$ cat config.mk
export PLATFORM = sky130hd
export DESIGN_NAME = clk_gate_ctrl
export DESIGN_NICKNAME = d
export VERILOG_FILES = /design/src/rtl/clk_gate_ctrl.sv
export SDC_FILE = /design/constraint.sdc
export NUM_CORES = 1
export LEC_CHECK = 0
export ABC_AREA = 1
export CORE_MARGIN = 4
export CORE_UTILIZATION = 30
export DETAILED_ROUTE_END_ITERATION = 8
export PLACE_DENSITY = 0.5
export SYNTH_ARGS = -nofsm -noshare
export SYNTH_HDL_FRONTEND = slang
export SYNTH_SLANG_ARGS = --single-unit
$ cat constraint.sdc
create_clock -name clk -period 2.5 [get_ports clk]
set_clock_uncertainty 0.05 [all_clocks]
set_input_delay 0.5 -clock clk [delete_from_list [all_inputs] [get_ports clk]]
set_output_delay 0.5 -clock clk [all_outputs]
set_load 0.01 [all_outputs]
$ cat src/rtl/clk_gate_ctrl.sv
// Gate-enable controller: turns bursty activity requests into a registered clock-gate enable
// with a wake settle window and an idle hold-off. Optional statistic: define GATE_STATS_EN.
module clk_gate_ctrl #(
   parameter int unsigned WAKE_CYCLES = 2,
   parameter int unsigned IDLE_CYCLES = 8,
   parameter int unsigned TMR_W       = 4,
   parameter int unsigned STAT_W      = 16
) (
   input  logic              clk,
   input  logic              reset,
   input  logic              req,
   input  logic              force_on,
   output logic              gate_en,
   output logic              ready,
   output logic [1:0]        state
`ifdef GATE_STATS_EN
   ,
   output logic [STAT_W-1:0] gated_cycles
`endif
);

   localparam logic [1:0] StOff  = 2'b00;
   localparam logic [1:0] StWake = 2'b01;
   localparam logic [1:0] StOn   = 2'b10;
   localparam logic [1:0] StHold = 2'b11;

   localparam logic [TMR_W-1:0] WakeLoad = TMR_W'(WAKE_CYCLES - 1);
   localparam logic [TMR_W-1:0] IdleLoad = TMR_W'(IDLE_CYCLES - 1);

   logic [1:0]       state_q, state_d;
   logic [TMR_W-1:0] timer_q, timer_d;
   logic             gate_en_q, gate_en_d;
   logic             ready_q, ready_d;
   logic             wake;

   assign wake = req | force_on;

   always_comb begin
      state_d = state_q;
      timer_d = timer_q;
      unique case (state_q)
         StOff: begin
            if (wake) begin
               state_d = StWake;
               timer_d = WakeLoad;
            end
         end
         StWake: begin
            // WAKE length is fixed; wake is deliberately not consulted here.
            if (timer_q == '0) begin
               state_d = StOn;
            end else begin
               timer_d = timer_q - 1'b1;
            end
         end
         StOn: begin
            if (!wake) begin
               state_d = StHold;
               timer_d = IdleLoad;
            end
         end
         StHold: begin
            if (wake) begin
               state_d = StOn;
               timer_d = '0;
            end else if (timer_q == '0) begin
               state_d = StOff;
            end else begin
               timer_d = timer_q - 1'b1;
            end
         end
         default: begin
            state_d = StOff;
            timer_d = '0;
         end
      endcase
      // Outputs are registered alongside state, so decode them from the next state.
      gate_en_d = (state_d != StOff);
      ready_d   = (state_d == StOn) || (state_d == StHold);
   end

   always_ff @(posedge clk or negedge reset) begin
      if (!reset) begin
         state_q   <= StOff;
         timer_q   <= '0;
         gate_en_q <= 1'b0;
         ready_q   <= 1'b0;
      end else begin
         state_q   <= state_d;
         timer_q   <= timer_d;
         gate_en_q <= gate_en_d;
         ready_q   <= ready_d;
      end
   end

   assign gate_en = gate_en_q;
   assign ready   = ready_q;
   assign state   = state_q;

`ifdef GATE_STATS_EN
   logic [STAT_W-1:0] gated_q, gated_d;

   always_comb begin
      gated_d = gated_q;
      if ((state_q == StOff) && (gated_q != '1)) begin
         gated_d = gated_q + 1'b1;
      end
   end

   always_ff @(posedge clk or negedge reset) begin
      if (!reset) begin
         gated_q <= '0;
      end else begin
         gated_q <= gated_d;
      end
   end

   assign gated_cycles = gated_q;
`endif

endmodule

==> Word-level counts from Yosys, hierarchy flattened <==
Cells that the tools add are included.
{ "totals": {"ff_bits": 8, "inputBits": 4, "word_cells": 29} }
{ "classes": {"n_addsub": 1, "n_eq_ne": 7, "muxes": 11, "bitwise_logic": 1, "n_reduce_logical": 5} }
{ "op_table": {"columns": ["cell", "n"], "rows": [
  ["$mux 4", 4],
  ["$pmux 4 s4", 1],
  ["$mux 2", 5],
  ["$eq 2x2->1 const B", 4],
  ["$pmux 2 s4", 1],
  ["$logic_not 4->1", 1],
  ["$ne 2x2->1 const B", 2],
  ["$sub 4x1->4 const B", 1],
  ["$eq 2x1->1 const B", 1],
  ["$logic_not 2->1", 1],
  ["$reduce_and 2->1", 1],
  ["$reduce_bool 2->1", 1],
  ["$logic_or 1x1->1", 1],
  ["$or 1x1->1", 1]
]} }

==> Logic depth before layout (Yosys ltp) <==
{ "depth": {"word_depth": 6, "ltp_mapped": 8, "depth_no_buf": 8} }

==> Least setup slack after synthesis <==
No wires, ideal clock.
{ "synth_timing": {"kind": "reg-to-reg", "start": "register timer_q[0]", "end": "register timer_q[0]", "t_arrival_ps": 1004, "required_time_ps": 2337, "path_slack_ps": 1334, "path_stages_with_launch": 8, "n_path_buf": 0, "path_cell_list": "dfrtp_1 inv_1 ha_1 nand3_1 nand2_1 nand2_1 nand2_1 inv_1"} }
{ "synth_between": {"elab_chain_len": 4} }
{ "synth_rtl": {"columns": ["element", "line", "text"], "rows": [
  ["from (decl)", "31", "logic [TMR_W-1:0] timer_q, timer_d;"],
  ["from (signal assigned)", "90", "timer_q <= timer_d;"],
  ["$sub 4x1->4 or $logic_not 4->1 (tied branches)", null, null],
  ["$mux 4 *", "50, 66", null],
  ["$mux 4", "63", "if (wake) begin"],
  ["$pmux 4 s4 *", "41", "unique case (state_q)"]
]} }
Mark *: on every way between the ends. The rest lies on a longest branch, timed or not.
A chain may end at the register's enable or synchronous reset.

==> Worst setup path in the final report <==
{ "layout_timing": {"start": "register state_q[0], in the netlist state[0]", "end": "output state[0]"} }
{ "layout_rtl": {"columns": ["element", "line", "text"], "rows": [
  ["from (decl)", "30", "logic [1:0] state_q, state_d;"],
  ["from (signal assigned)", "84", "state_q <= StOff;"],
  ["from (signal assigned)", "89", "state_q <= state_d;"],
  ["to (decl)", "15", "output logic [1:0] state"]
]} }
No word-level cell between the ends.

==> results.sh <==
export IMPL_outcome="finished, final reports clean"
export IMPL_final_cell_area_um2=542
export IMPL_place_area_um2=515
export IMPL_syn_num_nets=70
export IMPL_cts_tree="built"
export IMPL_p_leak_nw=0.309
export IMPL_power_total_mw=0.694
export IMPL_synth_top_cell_by_area="dfrtp_1"
export IMPL_synth_cell_area_um2=434
export IMPL_relSlewSlack_pct=78.2
export IMPL_dpl_cell_count=86
export IMPL_clock_sinks=7
export IMPL_critPathRequiredTime_ns=1.95
export IMPL_muxShareOfSynthArea_pct=0
export IMPL_synth_top_cell_area_share_pct=40.3
export IMPL_vias=406
export IMPL_fillers=148
export IMPL_diodes=0
export IMPL_synthCells=65
export IMPL_final_cell_mix="nand2_1, inv_1, nand3_1, dfrtp_1, clkdlybuf4s50_1"
export IMPL_core_rowCount=13
export IMPL_synth_compound_area_share_pct=4.61
export IMPL_post_route_period_util_pct=74.3
export IMPL_synth_distinct_cells=13
export IMPL_coreArea_um2=1330
export IMPL_drt_pre_antenna_iters=4
export IMPL_drt_iter0_drc=8
export IMPL_clk_latency_ns=0.24
export IMPL_cts_buffer_depth=2
export IMPL_worst_slew_pin_slew_ns=0.326
export IMPL_ys_seq_area_share_pct=40.3
export IMPL_ys_ff_latch=7
export IMPL_syn2layout_area_growth_pct=24.8
export IMPL_tns_ns=0
export IMPL_wl_per_cell_um=9.79
export IMPL_drc=0
export IMPL_setup_violations=0
export IMPL_crit_arrival_ns=1.31
export IMPL_synth_area_leaders="dfrtp_1, nand2_1, inv_1"
export IMPL_grt_pass1_wl_um=1610
export IMPL_drive_gt1_share_pct=10.7
export IMPL_hold_buffers=0
export IMPL_die_area_um2=2120
export IMPL_crit_path_end_kind="output pin"
export IMPL_io_pins=8
export IMPL_portBuffers=7
export IMPL_clk_pin_slew_ns=0.05
export IMPL_crit_path_start_kind="flop"
export IMPL_hold_class="flop to flop"
export IMPL_synth_xor_area_share_pct=0
export IMPL_cts_made_buffers=3
export IMPL_cts_root_buf="clkbuf_4"
export IMPL_grt_pass1_vias=396
export IMPL_critPathTopFamily="buffers and inverters"
export IMPL_rsz0062_at_grt="no"
export IMPL_final_common_cell="nand2_1"
export IMPL_hold_ws_ns=0.442
export IMPL_fmax_mhz=539
export IMPL_powerDensity_nw_per_um2=1280
export IMPL_ys_warn_count=0
export IMPL_cts_resized=0
export IMPL_yosys_area_share_simple_pct=38.3
export IMPL_critical_path_max_stage_delay_ns=0.58
export IMPL_initial_core_util_pct=32.6
export IMPL_overflow=0
export IMPL_slew_violations=0
export IMPL_cts_htree_levels=1
export IMPL_synth_fa_ha_area_share_pct=2.88
export IMPL_path_max_fanout=7
export IMPL_crit_buf_inv=1
export IMPL_ir_drop_uv=455
export IMPL_critical_path_class="flop to output pin"
export IMPL_final_antenna_net_count=0
export IMPL_die_height_um=46.0
export IMPL_postCtsSetupBuffers=0
export IMPL_maxCapViolations=0
export IMPL_wl_um=881
export IMPL_fin_cells=90
export IMPL_viasPerCell=4.51
export IMPL_gp_congestion=0.773
export IMPL_hpwl_um=718
export IMPL_layout_min_cycle_time_ns=1.86
export IMPL_cp_cell_sequence="clkdlybuf4s50_1"
export IMPL_antenna_found_initial=0
export IMPL_grt_max_degree=8
export IMPL_crit_slowest_cell="clkdlybuf4s50_1"
export IMPL_hold_viol=0
export IMPL_grt_use_total_pct=10.8
export IMPL_fin_nets=81
export IMPL_synth_top_family_by_area="simple AND/OR/NAND/NOR gates"
export IMPL_syn_mean_instance_area_um2=6.68
export IMPL_die_x_um=46.0
==> sequential cells by signal (all words and copies together) (netlist names) <==
register	flops
gate_en	1
state	2
timer_q	4
==> final cells by class <==
type | count | area (um2) | area share (%)
inverters | 14 | 52.6 | 9.70
repair buffers | 7 | 70.1 | 12.9
flip-flops and latches | 7 | 175 | 32.3
well taps | 15 | 18.8 | 3.46
multi-input cells | 43 | 199 | 36.7
clock buffers | 4 | 26.3 | 4.85
==> Yosys cell counts <==
cell and instances:
buf_4 1, dfrtp_1 7, ha_1 1, inv_1 13
inv_2 1, nand2_1 20, nand2_2 3, nand3_1 7
nand4_1 2, nor2_1 5, nor2_2 1, o21ai_0 3
o21ai_1 1
==> per-stage QoR <==
stage,worst slack [ns],utilization [%]
after floorplan,1.33,-
after global placement,0.861,38.6
after detailed placement,0.845,38.6
after CTS,0.634,40.6
after global routing,0.572,40.6
final,0.644,40.6
==> per-layer routing <==
layer | wire length, um | global-route usage [%] | vias up
li1 | - | - | 217
met1 | 411 | 12.2 | 184
met2 | 431 | 17.0 | 3
met3 | 28 | 3.95 | 2
met4 | 9 | 6.82 | 0
met5 | 0 | 0 | -
==> worst paths after layout <==
path	from	cells after the start	slack (ns)	endpoint
setup / recovery	state[0]$_DFF_PN0_	1	0.64	state[0]
hold / removal	timer_q[1]$_DFFE_PN0P_	2	0.44	timer_q[1]$_DFFE_PN0P_
setup reg to reg	timer_q[0]$_DFFE_PN0P_	5	1.18	gate_en$_DFF_PN0_
hold reg to reg	timer_q[1]$_DFFE_PN0P_	2	0.44	timer_q[1]$_DFFE_PN0P_
max in group asynchronous	reset	1	1.69	state[0]$_DFF_PN0_
min in group asynchronous	reset	1	0.47	timer_q[1]$_DFFE_PN0P_
==> where the power goes <==
| part | internal, mW | switching [mW] | total [mW] | leakage, nW |
|---|---|---|---|---|
| Clock | 0.0609 | 0.0408 | 0.102 | 0.0150 |
| Combinational | 0.157 | 0.211 | 0.368 | 0.211 |
| Sequential | 0.170 | 0.0545 | 0.225 | 0.0826 |
| Total | 0.388 | 0.306 | 0.694 | 0.309 |
==> cells by family (layout without fill, tap and decap cells) <==
kind of cell | count (synthesis) | in the layout
buf+inv | 15 | 25
simple gates | 38 | 38
compound gates | 4 | 4
fa+ha+maj | 1 | 1
flops | 7 | 7
Power figures use the tool's default switching activity.
